**src/rtl/muldiv_sequencer_pkg.sv**
```systemverilog
// muldiv_sequencer_pkg
//   Shared definitions for the HI/LO multiply/divide sequencer:
//   - default datapath and iteration-counter widths
//   - R-type funct codes served by the sequencer
//   - sequencer FSM state encoding
//   - funct decode helpers
package muldiv_sequencer_pkg;

    localparam int unsigned MD_DWIDTH = 32;
    localparam int unsigned MD_CNT_W  = 5;

    localparam logic [5:0] FUNCT_MFHI  = 6'h10;
    localparam logic [5:0] FUNCT_MTHI  = 6'h11;
    localparam logic [5:0] FUNCT_MFLO  = 6'h12;
    localparam logic [5:0] FUNCT_MTLO  = 6'h13;
    localparam logic [5:0] FUNCT_MULT  = 6'h18;
    localparam logic [5:0] FUNCT_MULTU = 6'h19;
    localparam logic [5:0] FUNCT_DIV   = 6'h1A;
    localparam logic [5:0] FUNCT_DIVU  = 6'h1B;

    typedef enum logic [1:0] {
        MD_IDLE = 2'd0,
        MD_RUN  = 2'd1,
        MD_FIX  = 2'd2
    } md_state_e;

    // Any instruction that touches HI/LO.
    function automatic logic is_md_funct(input logic [5:0] funct);
        case (funct)
            FUNCT_MFHI, FUNCT_MTHI, FUNCT_MFLO, FUNCT_MTLO,
            FUNCT_MULT, FUNCT_MULTU, FUNCT_DIV, FUNCT_DIVU: is_md_funct = 1'b1;
            default:                                        is_md_funct = 1'b0;
        endcase
    endfunction

    // Instructions that launch a multi-cycle operation.
    function automatic logic is_start_funct(input logic [5:0] funct);
        case (funct)
            FUNCT_MULT, FUNCT_MULTU, FUNCT_DIV, FUNCT_DIVU: is_start_funct = 1'b1;
            default:                                        is_start_funct = 1'b0;
        endcase
    endfunction

endpackage

```
**src/rtl/muldiv_sequencer_step.sv**
```systemverilog
// md_step_unit
//   Combinational single iteration of the sequential multiplier/divider,
//   operating on the {acc, q} register pair with operand m.
//   MUL: shift-add. If q[0], acc += m; then {carry, acc, q} >>= 1.
//        After DWIDTH steps {acc, q} holds the full 2*DWIDTH product.
//   DIV: restoring shift-subtract. {acc, q} <<= 1; if acc >= m, acc -= m
//        and the shifted-in quotient bit is 1. After DWIDTH steps
//        q = quotient, acc = remainder.
// Ports
//   is_div_i  in   1       select divide step (else multiply step)
//   acc_i     in   DWIDTH  accumulator / partial remainder
//   q_i       in   DWIDTH  multiplier (shifting out) / dividend-quotient
//   m_i       in   DWIDTH  multiplicand / divisor
//   acc_o     out  DWIDTH  next accumulator
//   q_o       out  DWIDTH  next q
module md_step_unit
    import muldiv_sequencer_pkg::*;
#(
    parameter int unsigned DWIDTH = MD_DWIDTH
) (
    input  logic              is_div_i,
    input  logic [DWIDTH-1:0] acc_i,
    input  logic [DWIDTH-1:0] q_i,
    input  logic [DWIDTH-1:0] m_i,
    output logic [DWIDTH-1:0] acc_o,
    output logic [DWIDTH-1:0] q_o
);

    logic [DWIDTH:0]   mul_sum;
    logic [DWIDTH:0]   rem_shift;
    logic              rem_ge;
    logic [DWIDTH-1:0] rem_diff;

    always_comb begin
        mul_sum   = {1'b0, acc_i} + (q_i[0] ? {1'b0, m_i} : '0);
        rem_shift = {acc_i, q_i[DWIDTH-1]};
        rem_ge    = (rem_shift >= {1'b0, m_i});
        // Only taken when rem_shift >= m, so the difference fits in DWIDTH bits.
        rem_diff  = rem_shift[DWIDTH-1:0] - m_i;

        if (is_div_i) begin
            acc_o = rem_ge ? rem_diff : rem_shift[DWIDTH-1:0];
            q_o   = {q_i[DWIDTH-2:0], rem_ge};
        end else begin
            acc_o = mul_sum[DWIDTH:1];
            q_o   = {mul_sum[0], q_i[DWIDTH-1:1]};
        end
    end

endmodule

```
**src/rtl/muldiv_sequencer.sv**
```systemverilog
// muldiv_sequencer
//   Multi-cycle MULT/MULTU/DIV/DIVU engine beside the execute stage. Owns
//   HI/LO, serves MFHI/MFLO/MTHI/MTLO, and stalls the pipeline when an
//   HI/LO instruction reaches execute while an operation is in flight.
//   Timeline for an op accepted at edge T0: RUN in cycles T0+1..T0+32,
//   sign fix-up in T0+33, HI/LO visible from T0+34.
// Ports
//   md_i_clk      in   1       clock, rising edge
//   md_i_rst      in   1       synchronous active-high reset
//   md_i_ce       in   1       valid instruction in execute
//   md_i_rtype    in   1       opcode == 0
//   md_i_funct    in   6       funct field
//   md_i_flush    in   1       execute instruction is wrong-path
//   md_i_data_rs  in   DWIDTH  rs operand
//   md_i_data_rt  in   DWIDTH  rt operand
//   md_o_stall    out  1       hold IF/ID/EX (combinational)
//   md_o_busy     out  1       operation in flight
//   md_o_value    out  DWIDTH  HI for MFHI, LO for MFLO, else 0
//   md_o_value_ok out  1       md_o_value valid this cycle
//   md_o_hi       out  DWIDTH  architectural HI
//   md_o_lo       out  DWIDTH  architectural LO
module muldiv_sequencer
    import muldiv_sequencer_pkg::*;
#(
    parameter int unsigned DWIDTH = MD_DWIDTH,
    parameter int unsigned CNT_W  = MD_CNT_W
) (
    input  logic              md_i_clk,
    input  logic              md_i_rst,
    input  logic              md_i_ce,
    input  logic              md_i_rtype,
    input  logic [5:0]        md_i_funct,
    input  logic              md_i_flush,
    input  logic [DWIDTH-1:0] md_i_data_rs,
    input  logic [DWIDTH-1:0] md_i_data_rt,
    output logic              md_o_stall,
    output logic              md_o_busy,
    output logic [DWIDTH-1:0] md_o_value,
    output logic              md_o_value_ok,
    output logic [DWIDTH-1:0] md_o_hi,
    output logic [DWIDTH-1:0] md_o_lo
);

    md_state_e         state_q, state_d;
    logic [CNT_W-1:0]  cnt_q;
    logic [DWIDTH-1:0] acc_q;
    logic [DWIDTH-1:0] q_q;
    logic [DWIDTH-1:0] m_q;
    logic              is_div_q;
    logic              sign_quo_q;
    logic              sign_rem_q;
    logic [DWIDTH-1:0] hi_q;
    logic [DWIDTH-1:0] lo_q;

    logic              hit;
    logic              accept;
    logic              start;
    logic              op_div;
    logic              op_signed;
    logic              rs_neg;
    logic              rt_neg;
    logic              div_zero;
    logic [DWIDTH-1:0] rs_abs;
    logic [DWIDTH-1:0] rt_abs;
    logic              last_iter;

    logic [DWIDTH-1:0]   step_acc;
    logic [DWIDTH-1:0]   step_q;
    logic [2*DWIDTH-1:0] product;
    logic [DWIDTH-1:0]   hi_fix;
    logic [DWIDTH-1:0]   lo_fix;

    // ------------------------------------------------------------------
    // Instruction decode and operand conditioning
    // ------------------------------------------------------------------
    always_comb begin
        hit       = md_i_ce & md_i_rtype & ~md_i_flush & ~md_i_rst & is_md_funct(md_i_funct);
        accept    = hit & (state_q == MD_IDLE);
        start     = accept & is_start_funct(md_i_funct);
        op_div    = md_i_funct[1];
        op_signed = ~md_i_funct[0];
        rs_neg    = op_signed & md_i_data_rs[DWIDTH-1];
        rt_neg    = op_signed & md_i_data_rt[DWIDTH-1];
        rs_abs    = rs_neg ? -md_i_data_rs : md_i_data_rs;
        rt_abs    = rt_neg ? -md_i_data_rt : md_i_data_rt;
        div_zero  = op_div & (md_i_data_rt == '0);
        last_iter = (cnt_q == CNT_W'(DWIDTH - 1));
    end

    // ------------------------------------------------------------------
    // FSM: state register
    // ------------------------------------------------------------------
    always_ff @(posedge md_i_clk) begin
        if (md_i_rst) begin
            state_q <= MD_IDLE;
        end else begin
            state_q <= state_d;
        end
    end

    // ------------------------------------------------------------------
    // FSM: next state
    // ------------------------------------------------------------------
    always_comb begin
        state_d = state_q;
        unique case (state_q)
            MD_IDLE: if (start)     state_d = MD_RUN;
            MD_RUN:  if (last_iter) state_d = MD_FIX;
            MD_FIX:                 state_d = MD_IDLE;
            default:                state_d = MD_IDLE;
        endcase
    end

    // ------------------------------------------------------------------
    // FSM: outputs
    // ------------------------------------------------------------------
    always_comb begin
        md_o_busy     = (state_q != MD_IDLE);
        md_o_stall    = hit & md_o_busy;
        md_o_value    = '0;
        md_o_value_ok = 1'b0;
        if (accept) begin
            if (md_i_funct == FUNCT_MFHI) begin
                md_o_value    = hi_q;
                md_o_value_ok = 1'b1;
            end else if (md_i_funct == FUNCT_MFLO) begin
                md_o_value    = lo_q;
                md_o_value_ok = 1'b1;
            end
        end
    end

    assign md_o_hi = hi_q;
    assign md_o_lo = lo_q;

    // ------------------------------------------------------------------
    // Arithmetic step and final sign correction
    // ------------------------------------------------------------------
    md_step_unit #(
        .DWIDTH (DWIDTH)
    ) u_step (
        .is_div_i (is_div_q),
        .acc_i    (acc_q),
        .q_i      (q_q),
        .m_i      (m_q),
        .acc_o    (step_acc),
        .q_o      (step_q)
    );

    always_comb begin
        product = {acc_q, q_q};
        if (sign_quo_q) begin
            product = -product;
        end
        if (is_div_q) begin
            hi_fix = sign_rem_q ? -acc_q : acc_q;
            lo_fix = sign_quo_q ? -q_q : q_q;
        end else begin
            hi_fix = product[2*DWIDTH-1:DWIDTH];
            lo_fix = product[DWIDTH-1:0];
        end
    end

    // ------------------------------------------------------------------
    // Datapath and HI/LO registers
    // ------------------------------------------------------------------
    always_ff @(posedge md_i_clk) begin
        if (md_i_rst) begin
            cnt_q      <= '0;
            acc_q      <= '0;
            q_q        <= '0;
            m_q        <= '0;
            is_div_q   <= 1'b0;
            sign_quo_q <= 1'b0;
            sign_rem_q <= 1'b0;
            hi_q       <= '0;
            lo_q       <= '0;
        end else begin
            unique case (state_q)
                MD_IDLE: begin
                    if (start) begin
                        cnt_q    <= '0;
                        acc_q    <= '0;
                        is_div_q <= op_div;
                        if (div_zero) begin
                            // Dividing the raw rs by zero with the restoring
                            // step yields quotient all-ones and remainder rs,
                            // which is exactly the required result, so the
                            // signs are suppressed rather than special-cased.
                            q_q        <= md_i_data_rs;
                            m_q        <= '0;
                            sign_quo_q <= 1'b0;
                            sign_rem_q <= 1'b0;
                        end else begin
                            q_q        <= op_div ? rs_abs : rt_abs;
                            m_q        <= op_div ? rt_abs : rs_abs;
                            sign_quo_q <= rs_neg ^ rt_neg;
                            sign_rem_q <= rs_neg;
                        end
                    end else if (accept && md_i_funct == FUNCT_MTHI) begin
                        hi_q <= md_i_data_rs;
                    end else if (accept && md_i_funct == FUNCT_MTLO) begin
                        lo_q <= md_i_data_rs;
                    end
                end
                MD_RUN: begin
                    acc_q <= step_acc;
                    q_q   <= step_q;
                    cnt_q <= cnt_q + CNT_W'(1);
                end
                MD_FIX: begin
                    hi_q  <= hi_fix;
                    lo_q  <= lo_fix;
                    cnt_q <= '0;
                end
                default: begin
                end
            endcase
        end
    end

endmodule
```
**config.mk**
```make
export PLATFORM = sky130hd
export DESIGN_NAME = muldiv_sequencer
export DESIGN_NICKNAME = d
export VERILOG_FILES = /design/src/rtl/muldiv_sequencer_pkg.sv /design/src/rtl/muldiv_sequencer_step.sv /design/src/rtl/muldiv_sequencer.sv
export SDC_FILE = /design/constraint.sdc
export NUM_CORES = 1
export LEC_CHECK = 0
export CELL_PAD_IN_SITES_DETAIL_PLACEMENT = 0
export CELL_PAD_IN_SITES_GLOBAL_PLACEMENT = 1
export CORE_MARGIN = 2
export CORE_UTILIZATION = 46
export DETAILED_ROUTE_END_ITERATION = 6
export PLACE_DENSITY = 0.95
export RECOVER_POWER = 100
export SETUP_SLACK_MARGIN = 0.2
export SYNTH_ARGS = -nofsm -noshare
export SYNTH_HDL_FRONTEND = slang
export SYNTH_SLANG_ARGS = --single-unit
```
**constraint.sdc**
```tcl
create_clock -name md_i_clk -period 4.8 [get_ports md_i_clk]
set_input_delay 0.96 -clock md_i_clk [delete_from_list [all_inputs] [get_ports md_i_clk]]
set_output_delay 0.96 -clock md_i_clk [all_outputs]
set_load 0.005 [all_outputs]
```
Yosys cells after proc, flatten, opt, wreduce, memory -nomap -nowiden
Memories as Yosys holds them, arrays and structs flattened. Index checks and enable logic that the tools add are counted.

Bits in read-only memories: 32. Flip-flop bits (word level): 170. Bits of input ports: 75. Memories: 1. Output and inout bits: 99.

Equality and inequality tests: 17. $lt $le $gt $ge: 1. Add/subtract/negate cells: 8. Mux-type cells: 41. Bitwise gates (word level): 14. Reduce and logical (&&, ||, !) cells: 15.

Memory list: (name not given) (words 32, width 1, read ports 1, clocked after Yosys merged registers in 0, write ports 0, RTL line muldiv_sequencer_pkg.sv:29) `case (funct)`.

Operator list (count): 32-bit 2-to-1 mux (24); 32-bit case mux with 2 select lines (4); 32-bit negation (4); 64-bit 2-to-1 mux (1); 64-bit negation (1); 6-bit by 5-bit equality test with 1-bit output, second input constant (8); 32-bit by 33-bit adder with 33-bit output (1); 33-bit by 32-bit >= comparator with 1-bit output (1); 32-bit zero test (1); 32-bit subtractor (1); 5-bit case mux with 3 select lines (1); 1-bit bitwise AND (10); 2-bit inequality test, second input constant (4); 2-bit AND reduction (4); 1-bit 2-to-1 mux (7); 2-bit nonzero test (3); 5-bit by 1-bit adder with 5-bit output, second input constant (1); 5-bit equality test, second input constant (1); 5-bit 2-to-1 mux (1); 2-bit 2-to-1 mux (2); 2-bit by 1-bit inequality test with 1-bit output, second input constant (2); 2-bit case mux with 2 select lines (1); 4-bit AND reduction (1); 4-bit OR reduction (1); 8 further kinds (11).

Longest topological paths before layout
Depth in word-level cells: 10. Depth in mapped cells: 14.

By module
A second synthesis with hierarchy kept.

Cells, all modules: 2166. Area, all modules: 16131.7 um^2.

By module, submodules not included: muldiv_sequencer (instances 1, sequential area each 3403.3 um^2, cells each 1466, area each 11212.0 um^2); md_step_unit (instances 1, sequential area each 0.0 um^2, cells each 700, area each 4919.7 um^2).

Least setup slack after synthesis
No wires, ideal clock.

Path type: input -> output. Start: in md_i_flush. End: out md_o_value[10]. Stages on the path: 5. Data required time: 3.840 ns. Path buffers: 1. Arrival: 2.412 ns. Slack: 1.428 ns. Path through: nand3b_1 > nor4b_1 > nand4b_1 > clkbuf_1 > nor2_1.

Cells in the longest elaborated chain, start to end: 6.

Ends and longest elaborated chain: from (decl) (RTL line muldiv_sequencer.sv:33) `input logic md_i_flush,`; 1-bit inverter (RTL line muldiv_sequencer.sv:77) `hit = md_i_ce & md_i_rtype & ~md_i_flush & ~md_i_rst & is_md_funct(md_i_funct);`; 1-bit bitwise AND (3 in series) (RTL line muldiv_sequencer.sv:77); 1-bit bitwise AND (RTL line muldiv_sequencer.sv:78) `accept = hit & (state_q == MD_IDLE);`; 32-bit 2-to-1 mux (RTL line muldiv_sequencer.sv:122) `if (accept) begin`; to (decl) (RTL line muldiv_sequencer.sv:38) `output logic [DWIDTH-1:0] md_o_value,`.

No other way between the ends.

Final worst setup path
Start: in md_i_data_rt[8]. End: reg q_q[21].

Cells in the longest elaborated chain, start to end: 6.

Ends and longest elaborated chain: from (decl) (RTL line muldiv_sequencer.sv:35) `input logic [DWIDTH-1:0] md_i_data_rt,`; 32-bit negation (RTL line muldiv_sequencer.sv:85) `rt_abs = rt_neg ? -md_i_data_rt : md_i_data_rt;`; 32-bit 2-to-1 mux (RTL line muldiv_sequencer.sv:85); 32-bit 2-to-1 mux (RTL line muldiv_sequencer.sv:195) `q_q <= op_div ? rs_abs : rt_abs;`; 32-bit 2-to-1 mux * (RTL line muldiv_sequencer.sv:185) `if (div_zero) begin`; 32-bit 2-to-1 mux * (RTL line muldiv_sequencer.sv:181) `if (start) begin`; 32-bit case mux with 2 select lines * (RTL line muldiv_sequencer.sv:179) `unique case (state_q)`; to (signal assigned) (RTL line muldiv_sequencer.sv:190) `q_q <= md_i_data_rs;`; to (signal assigned) (RTL line muldiv_sequencer.sv:195); to (signal assigned) (RTL line muldiv_sequencer.sv:208) `q_q <= step_q;`; to (decl) (RTL line muldiv_sequencer.sv:47) `logic [DWIDTH-1:0] q_q;`.

Every way passes the cells marked *; elsewhere a longest branch is shown, timed or not. The select of a mux whose other input is x is not followed. A chain may end at the register's enable or synchronous reset.

==> reports/metrics.json <==
{
  "status": {"value": "finished with violations"},
  "failed_checks": {"value": "capacitance limit, slew limit"},
  "clock_insertion_delay_worst_skew": {"value": 0.45, "unit": "ns"},
  "ir_drop": {"value": 0.261, "unit": "mV"},
  "vias_per_cell": {"value": 6.25},
  "syn_area_per_cell": {"value": 7.12, "unit": "sq um"},
  "cts_tree": {"value": "built"},
  "synth.yosys.warnings": {"value": 0},
  "core_area": {"value": 33400, "unit": "sq um"},
  "route.vias.total": {"value": 17100},
  "clock_sink_count": {"value": 170},
  "max_freq": {"value": 0.233, "unit": "GHz"},
  "die_height": {"value": 188, "unit": "um"},
  "max_stage_delay": {"value": 0.94, "unit": "ns"},
  "post-place-ws": {"value": 0.610, "unit": "ns"},
  "drt_wl_total": {"value": 59300, "unit": "um"},
  "yosysUniqueCellTypes": {"value": 81},
  "worst_hold_path_stage_count": {"value": 2},
  "path_class_of_the_lowest_slack_min_delay_path": {"value": "reg2reg"},
  "antenna_cells": {"value": 0},
  "drc": {"value": 0},
  "slew_viol_final": {"value": 36},
  "postLayoutCoreUtil": {"value": 0.546},
  "hpwl": {"value": 46000, "unit": "um"},
  "drive_above_1_share": {"value": 0.0539},
  "min_period_over_period": {"value": 0.893},
  "slew_headroom": {"value": -0.0377},
  "width_of_the_chip": {"value": 188, "unit": "um"},
  "criticalPathCategory": {"value": "in2reg"},
  "hold_violation_count_in_the_final_report": {"value": 0},
  "synthFlopType": {"value": "dfxtp_1"},
  "post-cts-setup-buffer-count": {"value": 0},
  "timing.critical_path.to_type": {"value": "flip-flop"},
  "seq_area_frac_synth": {"value": 0.219},
  "worst-r2r-cell-count": {"value": 9},
  "detail_route.iter0.violations": {"value": 1979},
  "power.static_leakage": {"value": 7.17, "unit": "nW"},
  "setup_repair_after_global_routing_missed_its_margin": {"value": "no"},
  "synth.largest_area_cell": {"value": "dfxtp_1"},
  "place_area": {"value": 17700, "unit": "sq um"},
  "final.setup_skew": {"value": 0.0190, "unit": "ns"},
  "crit_path_max_fanout": {"value": 25},
  "period_needed": {"value": 4.28, "unit": "ns"},
  "start_util": {"value": 0.465},
  "cts-root-to-sink-buffers": {"value": 2},
  "cts.reportedPaths.clkPinSlew": {"value": 0.08, "unit": "ns"},
  "postSynth.asyncResetShare": {"value": 0},
  "power_per_cell_area": {"value": 185, "unit": "nW/um^2"},
  "finish.net_count": {"value": 2418},
  "leading_cell_types_in_the_layout_fill_and_taps_excluded": {"value": "300 x nor2_1, 234 x a21oi_1, 187 x nand2_1, 169 x dfxtp_1, 149 x o21ai_0"},
  "layout.cells.most_common": {"value": "nor2_1"},
  "number_of_iterations_in_the_first_detailed_routing_pass": {"value": 5},
  "drv_cap": {"value": 1},
  "critical_path_depth": {"value": 10},
  "setup_viol_count_final": {"value": 0},
  "postSynthRegisterBits": {"value": 170},
  "number_of_antenna_violations_at_the_first_check_in_global_routing": {"value": 1},
  "syn-num-nets": {"value": 2328},
  "crit_path_cell_trace": {"value": "clkdlybuf4s50_1 -> or4_1 -> nor4_1 -> nand4_1 -> nor2_1 -> clkbuf_1 -> nor2_1 -> mux2_2 -> a21oi_1 -> nor4_1"},
  "synthToLayoutAreaGrowth": {"value": 17.3, "unit": "%"},
  "postRouteAntennaNets": {"value": 0},
  "number_of_enable_flip_flop_cells_after_synthesis": {"value": 0},
  "worstPathRequired": {"value": 5.09, "unit": "ns"},
  "cts_made_buffers": {"value": 17},
  "setup.worst_path.start_class": {"value": "input port"},
  "htreeDepth": {"value": 4},
  "cpLargestDelayFamily": {"value": "simple AND/OR/NAND/NOR gates"},
  "setup_slack": {"value": 0.515, "unit": "ns"},
  "tightestPinTransition": {"value": 1.56, "unit": "ns"},
  "placement_rows": {"value": 67},
  "cp.arrival": {"value": 4.58, "unit": "ns"},
  "die_area": {"value": 35200, "unit": "sq um"},
  "cts_repair_resize_count": {"value": 0},
  "cts_hold_buffers": {"value": 0},
  "yosysTopAreaCellShare": {"value": 0.219},
  "filler_cell_count": {"value": 3297},
  "grt_pass1_vias": {"value": 15700},
  "root_buffer": {"value": "clkbuf_16"},
  "globalplace.congestion": {"value": 0.967},
  "maximum_number_of_pins_on_one_net_before_global_route_repair": {"value": 102},
  "syn-instance-count": {"value": 2181},
  "synth.cell_area": {"value": 15500, "unit": "sq um"},
  "track_usage": {"value": 0.329},
  "post_drt_wl_per_cell": {"value": 21.7, "unit": "um"},
  "critical-path-slowest-cell": {"value": "clkbuf_1"},
  "worstPathBufferInverterCount": {"value": 2},
  "grt_first_pass_wirelength": {"value": 91300, "unit": "um"},
  "top_level_ports": {"value": 174},
  "grt_overflow": {"value": 0},
  "post_synth_main_area_contributors": {"value": "dfxtp_1 22%, a21oi_1 7.5%, nor2_1 7.3%, ha_1 5.6%, mux2i_1 5.5%"},
  "number_of_buffers_added_on_ports": {"value": 173},
  "setup_tns": {"value": 0, "unit": "ns"},
  "postLayoutCellArea": {"value": 18200, "unit": "sq um"}
}
Yosys cell counts (9+ instances only):
cell and n:
mux2_2 10, and2_1 11, o22ai_1 17, o31ai_1 21
or4_1 12, a211oi_1 82, or2_2 10, nand2b_1 17
mux2i_1 85, or3_1 17, nand2_1 187, o21a_1 9
xor2_1 79, xnor2_1 87, nand3_1 36, nand4_1 17
a31oi_1 30, clkbuf_1 137, nor3_1 44, dfxtp_1 170
o21ai_0 148, nor2_1 302, o211ai_1 22, a21oi_1 234
nor4_1 20, o221ai_1 17, a2111oi_0 12, inv_1 68
buf_1 15, ha_1 70, and3_1 15, nor2b_1 18
a21o_1 25
per-stage QoR:
step | std cells | hold slack [ns] | power (mW)
finish | 2732 | 0.463 | 3.36
global route | 2732 | 0.476 | 3.45
CTS | 2732 | 0.463 | 3.35
detailed placement | 2700 | 0.448 | 1.91
global placement | 2700 | 0.444 | 1.90
floorplan | 2181 | 0.425 | 1.72
state kept, by name, summed over array words and instances (netlist names):
signal and count:
acc_q 32, m_q 32, md_o_hi 32, md_o_lo 32
q_q 32, cnt_q 5, state_q 2, is_div_q 1
sign_quo_q 1, sign_rem_q 1
tightest hold or removal path, delay by kind of cell (launching register included):
| family | cells | cell delay (ns) |
|---|---|---|
| compound gates | 1 | 0.06 |
| simple gates | 1 | 0.05 |
| flops | 1 | 0.33 |
cell families (layout without fill, tap and decap cells):
family	after synthesis	in the layout	share of synthesized area
flip-flops	170	170	0.219
AND/OR/NAND/NOR	737	737	0.219
AO/OA/AOI/OAI	710	710	0.289
buffers and inverters	231	334	0.0576
adder cells (fa/ha/maj)	72	72	0.0590
XOR/XNOR	166	166	0.0936
multiplexers	95	95	0.0620
power by group:
group	total (mW)	leakage (nW)	switching (mW)	internal (mW)
registers	1.42	1.37	0.00550	1.41
clock network	1.48	0.296	0.764	0.713
logic	0.470	5.51	0.293	0.178
metal layers:
| layer | share of wire | wire, um | track usage |
|---|---|---|---|
| met1 | 0.43 | 25500 | 0.454 |
| met5 | 0 | 0 | 0 |
| met3 | 0.11 | 6450 | 0.0756 |
| met2 | 0.42 | 24900 | 0.489 |
| met4 | 0.042 | 2490 | 0.139 |
final cells by class:
type | count | area (sq um) | area share
clock buffers | 17 | 425 | 0.0234
multi-input cells | 1780 | 11200 | 0.616
flip-flops and latches | 170 | 3410 | 0.187
clock inverters | 15 | 195 | 0.0107
repair buffers | 233 | 2150 | 0.118
well taps | 448 | 561 | 0.0308
inverters | 69 | 259 | 0.0142
path summary, 6_finish.rpt:
check / startpoint / to / slack, ns
min: m_q[24] / m_q[24] / 0.46
min reg2reg: m_q[24] / m_q[24] / 0.46
max: md_i_data_rt[8] / q_q[21] / 0.52
max reg2reg: q_q[13] / md_o_hi[14] / 0.73
Note: power is estimated with default switching activity, not from simulation.
